[config.mk]
export PLATFORM = sky130hd
export DESIGN_NAME = timer_axi_lite_core_flat
export DESIGN_NICKNAME = d
export VERILOG_FILES = /design/src/rtl/timer_axi_lite_core_if.sv /design/src/rtl/timer_axi_lite_core.sv /design/src/flat_wrapper.sv
export SDC_FILE = /design/constraint.sdc
export NUM_CORES = 1
export LEC_CHECK = 0
export BUFFER_PORTS_ARGS = -buffer_cell sky130_fd_sc_hd__buf_2
export CAP_MARGIN = 20
export CORE_ASPECT_RATIO = 0.75
export CORE_UTILIZATION = 55
export CTS_BUF_LIST = sky130_fd_sc_hd__clkbuf_16
export CTS_CLUSTER_SIZE = 28
export DETAILED_ROUTE_END_ITERATION = 7
export PLACE_DENSITY = 0.89
export SLEW_MARGIN = 20
export SYNTH_ARGS = -nofsm -noshare
export SYNTH_HDL_FRONTEND = slang
export SYNTH_SLANG_ARGS = --single-unit
[constraint.sdc]
create_clock -name aclk -period 4.1 [get_ports aclk]
set_input_delay 0.82 -clock aclk [delete_from_list [all_inputs] [get_ports aclk]]
set_output_delay 0.82 -clock aclk [all_outputs]
set_load 0.03 [all_outputs]
[src/rtl/timer_axi_lite_core_if.sv]
// AXI4-Lite slave bus bundle for the timer peripheral (no strobes, full-word access).
// Latency: none, this is wiring only.
// Backpressure: standard valid/ready per channel; master drives valids, slave drives readies.
interface timer_axi_lite_core_if;
  logic [31:0] awaddr;
  logic        awvalid;
  logic        awready;
  logic [31:0] wdata;
  logic        wvalid;
  logic        wready;
  logic [1:0]  bresp;
  logic        bvalid;
  logic        bready;
  logic [31:0] araddr;
  logic        arvalid;
  logic        arready;
  logic [31:0] rdata;
  logic [1:0]  rresp;
  logic        rvalid;
  logic        rready;

  modport master (
    output awaddr, awvalid, wdata, wvalid, bready, araddr, arvalid, rready,
    input  awready, wready, bresp, bvalid, arready, rdata, rresp, rvalid
  );

  modport slave (
    input  awaddr, awvalid, wdata, wvalid, bready, araddr, arvalid, rready,
    output awready, wready, bresp, bvalid, arready, rdata, rresp, rvalid
  );
endinterface

[src/rtl/timer_axi_lite_core.sv]
// RISC-V machine timer: 64-bit MTIME with prescaler, 64-bit MTIMECMP, level interrupt, AXI4-Lite regs.
// Latency: write response and read data one cycle after the address handshake; interrupt one cycle after cause.
// Backpressure: one write and one read outstanding; AW/W and AR stall until B and R are accepted.
module timer_axi_lite_core #(
  parameter int unsigned CLK_FREQ  = 100_000_000,
  parameter int unsigned TICK_FREQ = 1_000_000,
  parameter logic [31:0] VERSION   = 32'h2024_0810
) (
  input  logic                   aclk,
  input  logic                   aresetn,
  timer_axi_lite_core_if.slave   s_axi_lite,
  output logic                   interrupt
);

  localparam logic [1:0]  RESP_OKAY    = 2'b00;
  localparam logic [1:0]  RESP_SLVERR  = 2'b10;
  localparam logic [31:0] PRESCALE_RST = 32'(CLK_FREQ / TICK_FREQ - 1);

  typedef enum logic { W_IDLE, W_RESP } w_state_t;
  typedef enum logic { R_IDLE, R_DATA } r_state_t;

  w_state_t    w_state, w_next;
  r_state_t    r_state, r_next;
  logic        active;
  logic [63:0] mtime, mtime_nxt, mtime_inc;
  logic [63:0] mtimecmp, mtimecmp_nxt;
  logic [31:0] prescale, prescale_nxt;
  logic [31:0] pcnt, pcnt_nxt;
  logic        en, en_nxt, ie, ie_nxt;
  logic        tick, pend;
  logic        wr_fire, rd_fire, wr_ok, rd_ok;
  logic [7:0]  wr_sel;
  logic [1:0]  bresp_q, rresp_q;
  logic [31:0] rdata_q, rd_val;
  logic        unused_addr_bits;

  // Byte offset bits inside a word carry no meaning for full-word registers.
  assign unused_addr_bits = ^{s_axi_lite.awaddr[1:0], s_axi_lite.araddr[1:0]};

  // Keep the readies low while reset is asserted and for the first cycle after release.
  always_ff @(posedge aclk or negedge aresetn) begin
    if (!aresetn) active <= 1'b0;
    else          active <= 1'b1;
  end

  // Channel state registers; reset drops any in-flight transaction.
  always_ff @(posedge aclk or negedge aresetn) begin
    if (!aresetn) begin
      w_state <= W_IDLE;
      r_state <= R_IDLE;
    end else begin
      w_state <= w_next;
      r_state <= r_next;
    end
  end

  // Write channel: AW and W accepted together only, then hold B until taken.
  always_comb begin
    w_next             = w_state;
    wr_fire            = 1'b0;
    s_axi_lite.awready = 1'b0;
    s_axi_lite.wready  = 1'b0;
    s_axi_lite.bvalid  = 1'b0;
    case (w_state)
      W_IDLE: begin
        if (active && s_axi_lite.awvalid && s_axi_lite.wvalid) begin
          s_axi_lite.awready = 1'b1;
          s_axi_lite.wready  = 1'b1;
          wr_fire            = 1'b1;
          w_next             = W_RESP;
        end
      end
      W_RESP: begin
        s_axi_lite.bvalid = 1'b1;
        if (s_axi_lite.bready) w_next = W_IDLE;
      end
      default: w_next = W_IDLE;
    endcase
  end

  // Read channel: accept AR when idle, then hold R until taken.
  always_comb begin
    r_next             = r_state;
    rd_fire            = 1'b0;
    s_axi_lite.arready = 1'b0;
    s_axi_lite.rvalid  = 1'b0;
    case (r_state)
      R_IDLE: begin
        if (active) begin
          s_axi_lite.arready = 1'b1;
          if (s_axi_lite.arvalid) begin
            rd_fire = 1'b1;
            r_next  = R_DATA;
          end
        end
      end
      R_DATA: begin
        s_axi_lite.rvalid = 1'b1;
        if (s_axi_lite.rready) r_next = R_IDLE;
      end
      default: r_next = R_IDLE;
    endcase
  end

  assign wr_ok  = (s_axi_lite.awaddr[31:5] == 27'd0);
  assign rd_ok  = (s_axi_lite.araddr[31:5] == 27'd0);
  assign wr_sel = (wr_fire && wr_ok) ? (8'd1 << s_axi_lite.awaddr[4:2]) : 8'd0;
  assign pend   = (mtime >= mtimecmp);

  // Read data mux; out-of-window addresses return zero.
  always_comb begin
    rd_val = 32'd0;
    case (s_axi_lite.araddr[4:2])
      3'd0: rd_val = mtime[31:0];
      3'd1: rd_val = mtime[63:32];
      3'd2: rd_val = mtimecmp[31:0];
      3'd3: rd_val = mtimecmp[63:32];
      3'd4: rd_val = {30'd0, ie, en};
      3'd5: rd_val = {31'd0, pend};
      3'd6: rd_val = prescale;
      3'd7: rd_val = VERSION;
      default: rd_val = 32'd0;
    endcase
    if (!rd_ok) rd_val = 32'd0;
  end

  // Next-state of the timer: tick first, then bus writes override the written half only,
  // so a MTIME_HI write still keeps the low half counting and a MTIME_LO write never carries.
  always_comb begin
    tick         = en && (pcnt == prescale);
    mtime_inc    = mtime + {63'd0, tick};
    mtime_nxt    = mtime_inc;
    mtimecmp_nxt = mtimecmp;
    prescale_nxt = prescale;
    en_nxt       = en;
    ie_nxt       = ie;
    pcnt_nxt     = pcnt;
    if (en) pcnt_nxt = tick ? 32'd0 : pcnt + 32'd1;
    if (wr_sel[0]) mtime_nxt[31:0]     = s_axi_lite.wdata;
    if (wr_sel[1]) mtime_nxt[63:32]    = s_axi_lite.wdata;
    if (wr_sel[2]) mtimecmp_nxt[31:0]  = s_axi_lite.wdata;
    if (wr_sel[3]) mtimecmp_nxt[63:32] = s_axi_lite.wdata;
    if (wr_sel[4]) begin
      en_nxt = s_axi_lite.wdata[0];
      ie_nxt = s_axi_lite.wdata[1];
      if (!s_axi_lite.wdata[0]) pcnt_nxt = 32'd0;
    end
    if (wr_sel[6]) begin
      prescale_nxt = s_axi_lite.wdata;
      pcnt_nxt     = 32'd0;
    end
  end

  // Timer state and the registered interrupt, which looks at next-state values.
  always_ff @(posedge aclk or negedge aresetn) begin
    if (!aresetn) begin
      mtime     <= 64'd0;
      mtimecmp  <= 64'hFFFF_FFFF_FFFF_FFFF;
      prescale  <= PRESCALE_RST;
      pcnt      <= 32'd0;
      en        <= 1'b0;
      ie        <= 1'b0;
      interrupt <= 1'b0;
    end else begin
      mtime     <= mtime_nxt;
      mtimecmp  <= mtimecmp_nxt;
      prescale  <= prescale_nxt;
      pcnt      <= pcnt_nxt;
      en        <= en_nxt;
      ie        <= ie_nxt;
      interrupt <= ie_nxt && (mtime_nxt >= mtimecmp_nxt);
    end
  end

  // Response registers, captured at the address handshake and held until the next one.
  always_ff @(posedge aclk or negedge aresetn) begin
    if (!aresetn) begin
      bresp_q <= RESP_OKAY;
      rresp_q <= RESP_OKAY;
      rdata_q <= 32'd0;
    end else begin
      if (wr_fire) bresp_q <= wr_ok ? RESP_OKAY : RESP_SLVERR;
      if (rd_fire) begin
        rresp_q <= rd_ok ? RESP_OKAY : RESP_SLVERR;
        rdata_q <= rd_val;
      end
    end
  end

  assign s_axi_lite.bresp = bresp_q;
  assign s_axi_lite.rresp = rresp_q;
  assign s_axi_lite.rdata = rdata_q;

endmodule

[src/flat_wrapper.sv]
// flat-port wrapper written by rule: the top's interface ports become plain ports
module timer_axi_lite_core_flat 
#(
  parameter int unsigned CLK_FREQ  = 100_000_000,
  parameter int unsigned TICK_FREQ = 1_000_000,
  parameter logic [31:0] VERSION   = 32'h2024_0810
)
  (aclk, aresetn, interrupt, s_axi_lite_awaddr, s_axi_lite_awvalid, s_axi_lite_wdata, s_axi_lite_wvalid, s_axi_lite_bready, s_axi_lite_araddr, s_axi_lite_arvalid, s_axi_lite_rready, s_axi_lite_awready, s_axi_lite_wready, s_axi_lite_bresp, s_axi_lite_bvalid, s_axi_lite_arready, s_axi_lite_rdata, s_axi_lite_rresp, s_axi_lite_rvalid);
  timer_axi_lite_core_if s_axi_lite_i ();
  input  logic aclk;
  input  logic aresetn;
  output logic interrupt;
  input wire logic [$bits(s_axi_lite_i.awaddr)-1:0] s_axi_lite_awaddr;
  input wire logic [$bits(s_axi_lite_i.awvalid)-1:0] s_axi_lite_awvalid;
  input wire logic [$bits(s_axi_lite_i.wdata)-1:0] s_axi_lite_wdata;
  input wire logic [$bits(s_axi_lite_i.wvalid)-1:0] s_axi_lite_wvalid;
  input wire logic [$bits(s_axi_lite_i.bready)-1:0] s_axi_lite_bready;
  input wire logic [$bits(s_axi_lite_i.araddr)-1:0] s_axi_lite_araddr;
  input wire logic [$bits(s_axi_lite_i.arvalid)-1:0] s_axi_lite_arvalid;
  input wire logic [$bits(s_axi_lite_i.rready)-1:0] s_axi_lite_rready;
  output wire logic [$bits(s_axi_lite_i.awready)-1:0] s_axi_lite_awready;
  output wire logic [$bits(s_axi_lite_i.wready)-1:0] s_axi_lite_wready;
  output wire logic [$bits(s_axi_lite_i.bresp)-1:0] s_axi_lite_bresp;
  output wire logic [$bits(s_axi_lite_i.bvalid)-1:0] s_axi_lite_bvalid;
  output wire logic [$bits(s_axi_lite_i.arready)-1:0] s_axi_lite_arready;
  output wire logic [$bits(s_axi_lite_i.rdata)-1:0] s_axi_lite_rdata;
  output wire logic [$bits(s_axi_lite_i.rresp)-1:0] s_axi_lite_rresp;
  output wire logic [$bits(s_axi_lite_i.rvalid)-1:0] s_axi_lite_rvalid;
  assign s_axi_lite_i.awaddr = s_axi_lite_awaddr;
  assign s_axi_lite_i.awvalid = s_axi_lite_awvalid;
  assign s_axi_lite_i.wdata = s_axi_lite_wdata;
  assign s_axi_lite_i.wvalid = s_axi_lite_wvalid;
  assign s_axi_lite_i.bready = s_axi_lite_bready;
  assign s_axi_lite_i.araddr = s_axi_lite_araddr;
  assign s_axi_lite_i.arvalid = s_axi_lite_arvalid;
  assign s_axi_lite_i.rready = s_axi_lite_rready;
  assign s_axi_lite_awready = s_axi_lite_i.awready;
  assign s_axi_lite_wready = s_axi_lite_i.wready;
  assign s_axi_lite_bresp = s_axi_lite_i.bresp;
  assign s_axi_lite_bvalid = s_axi_lite_i.bvalid;
  assign s_axi_lite_arready = s_axi_lite_i.arready;
  assign s_axi_lite_rdata = s_axi_lite_i.rdata;
  assign s_axi_lite_rresp = s_axi_lite_i.rresp;
  assign s_axi_lite_rvalid = s_axi_lite_i.rvalid;
  timer_axi_lite_core #(.CLK_FREQ(CLK_FREQ), .TICK_FREQ(TICK_FREQ), .VERSION(VERSION)) u_core (.aclk(aclk), .aresetn(aresetn), .s_axi_lite(s_axi_lite_i), .interrupt(interrupt));
endmodule
# --- Yosys cells after proc, flatten, opt, wreduce, memory -nomap -nowiden ---
# Index checks and enable logic that the tools add are counted.
op_classes:
  n_addsub: 2
  eq_ne: 8
  muxes: 28
  shifts: 1
  magnitude_cmp: 2
  n_bitwise: 2
  reduce_logical: 8
op_table:
  columns: ["op", "count"]
  rows:
  - ["32-bit two-way mux", 10]
  - ["32-bit one-hot mux with 8 select lines", 1]
  - ["64-bit greater-or-equal comparator", 2]
  - ["64-bit by 1-bit adder with 64-bit output", 1]
  - ["27-bit logical NOT", 2]
  - ["32-bit by 1-bit adder with 32-bit output, second input constant", 1]
  - ["32-bit == test", 1]
  - ["3-bit == test, second input constant", 4]
  - ["1-bit two-way mux", 12]
  - ["7-bit two-way mux", 1]
  - ["1-bit by 3-bit << shifter with 7-bit output, first input constant", 1]
  - ["3-bit by 2-bit == test with 1-bit output, second input constant", 2]
  - ["1-bit logical AND", 5]
  - ["2-bit two-way mux", 2]
  - ["1-bit one-hot mux with 2 select lines", 2]
  - ["3-bit by 1-bit == test with 1-bit output, second input constant", 1]
  - ["3-bit logical NOT", 1]
  - ["1-bit inverter", 2]
word_totals:
  word_cells: 64
  output_inout_bits: 42
  input_bits: 103
  ff_bits: 234

# --- Longest topological paths before layout ---
# Gate-level depths: netlist (run 1).
logic_depth:
  depth_word: 9
  depth_mapped: 21
  ltp_nobuf: 20

# --- Least setup slack after synthesis (run 1) ---
# Ideal clock, no wire load.
synth_timing:
  path_type: "reg2reg"
  start: "register u_core.pcnt[15]"
  end: "register u_core.interrupt"
  slack_ns: -0.228
  path_stages_with_launch: 22
  path_buffers: 2
  period_less_slack_ns: 4.328
  arrival_time_ns: 4.234
  setup_ns: 0.094
  t_required_ns: 4.006
  path_cell_list: "dfrtp_1 > clkbuf_1 > xnor2_1 > nand4_1 > nor4_1 > nand3_1 > inv_1 > ha_1 > ha_1 > nand2_1 > or4_1 > buf_2 > or4_1 > xor2_1 > o21ai_2 > ha_1 > nand4_1 > nor3_1 > nand2_1 > nor3_1 > a2111oi_0 > a211oi_1"
synth_between:
  elab_chain_len: 6
  elab_cells_between_ends: 7
  cone_classes: "1 x add/sub; 1 x order compare; 1 x eq/ne; 2 x mux; 2 x reduce/logical"
synth_lines:
  columns: ["element", "line", "rtl"]
  rows:
  - ["start: declaration", "timer_axi_lite_core.sv:28", "logic [31:0] pcnt, pcnt_nxt;"]
  - ["start signal: assignment", "timer_axi_lite_core.sv:168", "pcnt <= pcnt_nxt;"]
  - ["32-bit == test", "timer_axi_lite_core.sv:130", "tick = en && (pcnt == prescale);"]
  - ["1-bit logical AND", "timer_axi_lite_core.sv:130", null]
  - ["64-bit by 1-bit adder with 64-bit output", "timer_axi_lite_core.sv:131", "mtime_inc = mtime + {63'd0, tick};"]
  - ["32-bit two-way mux", "timer_axi_lite_core.sv:140", "if (wr_sel[1]) mtime_nxt[63:32] = s_axi_lite.wdata;"]
  - ["via u_core.mtime_nxt[42]", "timer_axi_lite_core.sv:25", "logic [63:0] mtime, mtime_nxt, mtime_inc;"]
  - ["64-bit greater-or-equal comparator", "timer_axi_lite_core.sv:171", "interrupt <= ie_nxt && (mtime_nxt >= mtimecmp_nxt);"]
  - ["1-bit logical AND", "timer_axi_lite_core.sv:171", null]
  - ["end signal: assignment", "timer_axi_lite_core.sv:171", null]
  - ["end: declaration", "timer_axi_lite_core.sv:12", "output logic interrupt"]
# The timed path passes the listed nets, and every way through them passes these cells.
# A chain may end at the register's enable or synchronous reset.

# --- Worst setup path in the final report (run 1) ---
layout_timing:
  start: "register u_core.prescale[29]"
  end: "register u_core.interrupt"
layout_between:
  elab_chain_len: 6
  elab_cells_between_ends: 7
  cone_classes: "1 x add/sub; 1 x order compare; 1 x eq/ne; 2 x mux; 2 x reduce/logical"
layout_lines:
  columns: ["element", "line", "rtl"]
  rows:
  - ["start: declaration", "timer_axi_lite_core.sv:27", "logic [31:0] prescale, prescale_nxt;"]
  - ["start signal: assignment", "timer_axi_lite_core.sv:167", "prescale <= prescale_nxt;"]
  - ["32-bit == test", "timer_axi_lite_core.sv:130", null]
  - ["1-bit logical AND", "timer_axi_lite_core.sv:130", null]
  - ["64-bit by 1-bit adder with 64-bit output", "timer_axi_lite_core.sv:131", null]
  - ["32-bit two-way mux", "timer_axi_lite_core.sv:140", null]
  - ["via u_core.mtime_nxt[55]", "timer_axi_lite_core.sv:25", null]
  - ["64-bit greater-or-equal comparator", "timer_axi_lite_core.sv:171", null]
  - ["1-bit logical AND", "timer_axi_lite_core.sv:171", null]
# The timed path passes the listed nets, and every way through them passes these cells.

==> results of run 1 <==
[synth_stat cells (3+ instances only)]
library cell,n,area (µm²)
a211oi_1,7,52.6
buf_4,4,30.0
inv_1,145,544
a21o_1,11,82.6
dfstp_2,68,1790
nor4_1,33,206
dfrtp_1,164,4100
nor2b_1,3,18.8
clkbuf_1,38,143
and4_1,11,96.3
nand2_1,157,589
mux2_2,32,360
o211ai_1,7,52.6
a21oi_1,54,270
nand2b_1,7,43.8
and2_1,3,18.8
buf_2,11,55.1
nor3_1,22,110
nor2_1,63,236
nand4_1,63,394
a22oi_1,26,195
xor2_1,66,578
ha_1,131,1640
o21ai_0,123,616
or4_1,3,22.5
buf_1,8,30.0
a22o_1,3,26.3
nand3b_1,4,30.0
mux4_2,26,586
mux2i_1,69,691
xnor2_1,57,499
a221oi_1,7,61.3
nand3_1,56,280
and3_1,24,150
[worst max-delay path by stage]
stage,startpoint,to,slack [ns],depth (start not counted)
6_report,u_core.prescale[29],u_core.interrupt,-0.72,21
4_1_cts,u_core.prescale[5],u_core.interrupt,-0.29,20
3_5_place_dp,u_core.pcnt[3],u_core.interrupt,-0.65,20
3_3_place_gp,u_core.pcnt[26],u_core.interrupt,-0.60,21
2_1_floorplan,u_core.prescale[1],u_core.interrupt,0.02,20
5_1_grt,u_core.prescale[29],u_core.interrupt,-0.82,21
[cell families after synthesis]
family                     count (synthesis)  share of synthesized area (%)
DFF                                      232                           39.5
buffers and inverters                    207                           5.41
xor gates and xnor gates                 123                           7.23
other                                      2                         0.0504
muxes                                    127                           11.0
and+or+nand+nor                          462                           15.7
AOI/OAI and AO/OA                        257                           10.1
adders and majority gates                131                           11.0
[timing repair]
item | 4_1_cts | 5_1_grt
hold buffers | 0 | 0
resized for setup | 30 | 44
gates cloned | 0 | 2
hold endpoints to repair | 0 | 0
buffers inserted | 20 | 10
setup endpoints to repair | 1 | 31
pin swaps | 14 | 32
[state kept, by name, indices dropped and copies added (netlist names)]
signal                   count
u_core.en                    1
u_core.r_state               1
u_core.w_state               1
u_core.s_axi_lite.rresp      1
u_core.ie                    1
u_core.s_axi_lite.bresp      1
u_core.s_axi_lite.rdata     32
u_core.interrupt             1
u_core.mtimecmp             64
u_core.active                1
u_core.pcnt                 32
u_core.prescale             32
u_core.mtime                64
[power groups by stage]
stage          registers (mW)  logic, mW  clock network, mW
3_3_place_gp             2.34      0.271                  0
6_report                 2.30      0.287               2.35
2_1_floorplan            2.34     0.0894                  0
3_5_place_dp             2.34      0.277                  0
4_1_cts                  2.30      0.278               2.36
5_1_grt                  2.30      0.303               2.45
[layer usage]
| metal | share of wire (%) | track usage [%] |
|---|---|---|
| met1 | 40 | 48.4 |
| met2 | 43 | 52.9 |
| met3 | 13 | 10.8 |
| met4 | 3.7 | 12.7 |
| met5 | 0.026 | 0 |
[metrics by stage]
stage          std cells  worst slack, ns  util, %  cell area (µm²)
6_report            2192           -0.716     70.1            18400
5_1_grt             2191           -0.816     70.1            18400
4_1_cts             2181           -0.292     69.1            18200
3_5_place_dp        2115           -0.647     64.9            17100
3_3_place_gp        2115           -0.599     64.9            17100
2_1_floorplan       1542           0.0152        -            14900
[final cells by class]
type / instances / area, µm² / area share (%)
Antenna cell: 1 / 2.50 / 0.0136
Clock buffer: 25 / 626 / 3.40
Clock inverter: 21 / 206 / 1.12
Inverter: 145 / 544 / 2.95
Multi-Input combinational cell: 1105 / 8520 / 46.3
Sequential cell: 232 / 5890 / 32.0
Tap cell: 344 / 430 / 2.34
Timing Repair Buffer: 319 / 2200 / 11.9
==> results.ini, run 1 <==
[place]
io_buffer_count = 138
gp_congestion = 0.990
place_hpwl_mm = 35.9

[timing]
final_max_slew_viol_count = 0
setup_viol = 1
tns_ns = -0.716
post-route-period-util_pct = 117
period_minus_slack_ns = 4.82
final_hold_viol_count = 0
maxSlewHeadroom_pct = 35.3
skew_ns = 0.0158
rsz0062_at_grt = true
worstMarginPinSlew_ns = 0.970
whs_ns = 0.241
fin_ws_ns = -0.716
max_freq_mhz = 208

[run]
cap_violations = 0

[power]
max-vdd-ir-drop_mv = 0.316
sw_frac_of_total_pct = 24.1
p_seq_share_pct = 46.6
powerDensity_mw_per_mm2 = 268
power_leakage_nw = 8.71
p_switching_mw = 1.19
internal-power_mw = 3.74
clockPowerShare_pct = 47.6
p_total_mw = 4.93
combPwrFrac_pct = 5.8

[floorplan]
die_w_um = 192
die_h_um = 145
row_count = 51
start_util_pct = 56.7
core_area_mm2 = 0.0263
pin_count = 145
die-area_mm2 = 0.0278

[clock_network]
cts_buffer_depth = 3
clk_latency_ns = 0.54
numCtsBuffers = 25
cts_max_level = 1
cts_tree = yes
clk_pin_slew_worst_paths_ns = 0.07
cts.sinks = 232
root_buffer = clkbuf_16

[logic_synthesis]
ys_types = 64
synth_cells = 1541
synthFlopType = dfrtp_1
ys_seq_area_share_pct = 39.5
synth_enable_flop_cells = 0
synth_seq_cells = 232
avgSynthCellArea_um2 = 9.67
netlist_area_mm2 = 0.0149
async_flop_share_pct = 100
synth_warnings = 0

[setup_path]
worst-path-max-fanout = 7
reg2reg_slack_ns = -0.72
r2r-start = u_core.prescale[29]
cp.arrival_ns = 5.27
reg2reg_to = u_core.interrupt
slowest_stage = nor4_2
crit_family = simple AND/OR/NAND/NOR gates
worst_r2r_path_depth = 21
cp-start-kind = flop
path_class = flop to flop
critPathMostFrequentCell = nand4_1
cpPeakStageDelay_ns = 0.49
worstPathRequired_ns = 4.55
endpoint_kind = flop
timing.critical_path.buf_inv = 4
path_cells = xnor2_2 > nand4_1 > nor4_2 > nand3_1 > inv_2 > ha_4 > nand3_1 > buf_4 > nor4_4 > buf_6 > nand4_1 > xor2_1 > o21ai_1 > ha_1 > nand4_1 > nor4_2 > nand2_2 > buf_6 > nor2_4 > a2111oi_4 > a211oi_2

[min_path]
hold_path.class = input pin to async pin

[finish]
layout_commonest_cell = buf_4
area_growth_pct = 23.6
nNetsFinal = 2062
final_layout_size_suffix_gt1_share_pct = 28.9
fillers = 1896
final_cell_mix = 167 x buf_4, 164 x dfrtp_1, 153 x nand2_1, 149 x inv_1, 137 x buf_2

[outcome]
status = finished with violations
violations = setup timing

[global_route]
grt_max_degree = 84
grt_pass1_wl_mm = 73.7
track_usage_pct = 35.4
antenna_found_initial = 2
first_global_vias = 13200
overflow = 0

[route]
wl_per_cell_um = 22.6
totalWireLength_mm = 49.5
drc_errors = 0
final_antenna_net_count = 0
firstDrtPassIters = 6
vias = 13700
drt_iter0_drc = 1627
routed_via_density = 6.24

(Power assumes the default switching activity.)
==> run 2, diff against run 1 <==
- GPL_TIMING_DRIVEN: default -> 0
==> run 2 against run 1 <==
  * The run ends with DRC, setup timing left
  * Critical path depth did not move
  * Clock skew rose by 0.0090 ns
  * First-iteration DRC count rose by 3.2%
  * Setup slack got worse by 0.17 ns
  * Worst hold slack got worse by 0.011 ns
  * Sequential share of layout area rose by 1.2 points
  * Maximum frequency fell by 3.5%
  * Clock power rose by 5%
  * Global-route usage rose by 2.0 points
  * Largest power group unchanged
  * Highest routed layer unchanged
==> results.ini, run 2 (same netlist as run 1, synthesis figures left out) <==
[outcome]
status = finished with violations
violations = DRC, setup timing

[clock_network]
root_buffer = clkbuf_16
cts_buffer_depth = 3  ; unchanged
clk_latency_ns = 0.55  ; about the same
clk_pin_slew_worst_paths_ns = 0.07  ; about the same
cts.sinks = 232  ; unchanged
cts_tree = yes
numCtsBuffers = 24  ; -4.0%
cts_max_level = 1  ; unchanged

[global_route]
first_global_vias = 12900  ; -2.3%
antenna_found_initial = 1  ; -1
track_usage_pct = 37.4  ; +2.0 points
overflow = 0  ; unchanged
grt_pass1_wl_mm = 76.3  ; +3.5%
grt_max_degree = 83  ; -1.2%

[timing]
maxSlewHeadroom_pct = 29.0  ; -6.3 points
worstMarginPinSlew_ns = 1.06  ; +0.0948 ns
skew_ns = 0.0248  ; +0.00902 ns
final_max_slew_viol_count = 0  ; unchanged
whs_ns = 0.231  ; -0.0106 ns
fin_ws_ns = -0.889  ; -0.173 ns
final_hold_viol_count = 0  ; unchanged
rsz0062_at_grt = true
setup_viol = 1  ; unchanged
period_minus_slack_ns = 4.99  ; +0.173 ns
post-route-period-util_pct = 122  ; +4.2 points
max_freq_mhz = 200  ; -3.5%

[place]
dp_cells = 2024  ; -4.3%
io_buffer_count = 136  ; -1.4%
place_hpwl_mm = 38.1  ; +5.9%
gp_congestion = 1.02  ; +2.6%
placed_area_mm2 = 0.0161  ; -5.6%

[route]
drc_errors = 2  ; +2
vias = 13500  ; -1.5%
totalWireLength_mm = 51.8  ; +4.7%
wl_per_cell_um = 24.5  ; +8.8%
routed_via_density = 6.39  ; +2.3%
final_antenna_net_count = 0  ; unchanged
drt_iter0_drc = 1679  ; +3.2%
firstDrtPassIters = 8  ; +2

[setup_path]
cp-start-kind = flop
reg2reg_slack_ns = -0.89  ; -0.17 ns
cp.arrival_ns = 5.41  ; +0.14 ns
endpoint_kind = flop
path_class = flop to flop
worstPathRequired_ns = 4.52  ; -0.03 ns
r2r-start = u_core.pcnt[3]
reg2reg_to = u_core.interrupt
worst_r2r_path_depth = 21  ; unchanged
worst-path-max-fanout = 4  ; -3

[floorplan]
die_w_um = 192  ; unchanged
pin_count = 145  ; unchanged
die_h_um = 145  ; unchanged
core_area_mm2 = 0.0263  ; unchanged
row_count = 51  ; unchanged
die-area_mm2 = 0.0278  ; unchanged
start_util_pct = 56.7  ; unchanged

[finish]
layout.cells.non_filler = 2111  ; -3.7%
area_growth_pct = 19.2
fillers = 1950  ; +2.8%
nNetsFinal = 1982  ; -3.9%
fin_area_mm2 = 0.0178  ; -3.6%
multiInputGateArea_mm2 = 0.00856  ; +0.44%
seqCellArea_mm2 = 0.00589  ; about the same
final_layout_size_suffix_gt1_share_pct = 24.3  ; -4.6 points
layout_commonest_cell = dfrtp_1
final_cell_mix = 161 x dfrtp_1, 151 x nand2_1, 146 x inv_1, 144 x buf_2, 128 x ha_1
reg_top3 = u_core.mtime x64, u_core.mtimecmp x64

[min_path]
hold_path.class = input pin to async pin

[power]
power_leakage_nw = 8.17  ; -6.2%
powerDensity_mw_per_mm2 = 285  ; +6.4%
p_total_mw = 5.06  ; +2.6%
max-vdd-ir-drop_mv = 0.304  ; -3.9%

[run]
cap_violations = 0  ; unchanged

run 2: changes by cell type in the layout (fill, tap and decap cells not counted), moves of 4 or more:
| cell | delta |
|---|---|
| buf_8 | +4 |
| o21ai_0 | +14 |
| o21ai_1 | -13 |
| clkbuf_1 | +30 |
| a21oi_2 | +4 |
| buf_4 | -127 |
| buf_1 | +8 |
| a21oi_1 | -4 |
| clkinvlp_4 | +4 |
| buf_12 | -9 |
| buf_2 | +7 |
| clkbuf_2 | +4 |
run 2: critical path, cell delays in order (launching register included):
cell	delay, ns
dfrtp_2	0.45
xnor2_4	0.26
nand4_1	0.20
nor4_4	0.36
nand3_2	0.14
inv_2	0.10
ha_4	0.17
buf_12	0.11
buf_4	0.10
buf_4	0.12
nand4_1	0.13
nor2_1	0.42
nand4_1	0.17
xor2_1	0.20
o21ai_1	0.16
ha_1	0.36
nand4_1	0.23
nor3_1	0.38
a221oi_2	0.13
nor2_1	0.19
a2111oi_2	0.08
a211oi_2	0.40
run 2: worst max path at each step:
stage | startpoint | end | slack, ns | cells after the start
2_1_floorplan | u_core.prescale[1] | u_core.interrupt | 0.02 | 20
3_3_place_gp | u_core.pcnt[3] | u_core.interrupt | -2.72 | 20
3_5_place_dp | u_core.pcnt[3] | u_core.interrupt | -2.65 | 20
6_report | u_core.pcnt[3] | u_core.interrupt | -0.89 | 21
4_1_cts | u_core.prescale[5] | u_core.interrupt | -0.82 | 20
5_1_grt | u_core.pcnt[3] | u_core.interrupt | -0.90 | 19
run 2: final cells by class:
cell class / instances / area share [%]
diodes: 1 / 0.0141
plain buffers: 60 / 1.74
clock inverters: 20 / 1.51
flip-flops and latches: 232 / 33.2
clock buffers: 24 / 3.38
well taps: 344 / 2.42
multi-input cells: 1103 / 48.2
repair buffers: 182 / 6.51
inverters: 145 / 3.06
run 2: layer usage:
layer,GRT usage (%),up-vias,share of wire (%)
met3,10.7,137,13
met1,52.1,6518,41
li1,-,5904,-
met4,14.3,2,4.1
met5,0,-,0.025
met2,54.9,920,42
run 2: what timing repair did:
item / in CTS / in global routing
buffers inserted: 41 / 10
pin swaps: 22 / 21
resized for setup: 53 / 49
hold buffers: 0 / 0
gates cloned: 0 / 3
endpoints found under the setup margin: 18 / 33
run 2: metrics by stage:
step | TNS (ns) | util, % | setup WS, ns
6_report | -0.889 | 67.6 | -0.889
5_1_grt | -0.901 | 67.6 | -0.901
4_1_cts | -17.94 | 66.7 | -0.819
3_5_place_dp | -7.98 | 61.3 | -2.65
3_3_place_gp | -335.47 | 61.1 | -2.72
2_1_floorplan | 0 | - | 0.0152
run 2: power breakdown:
group	leakage [nW]	internal, mW	switching [mW]
combinational	5.12	0.0882	0.204
clock	0.413	1.45	1.02
sequential	2.64	2.29	0.00194
total	8.17	3.84	1.22
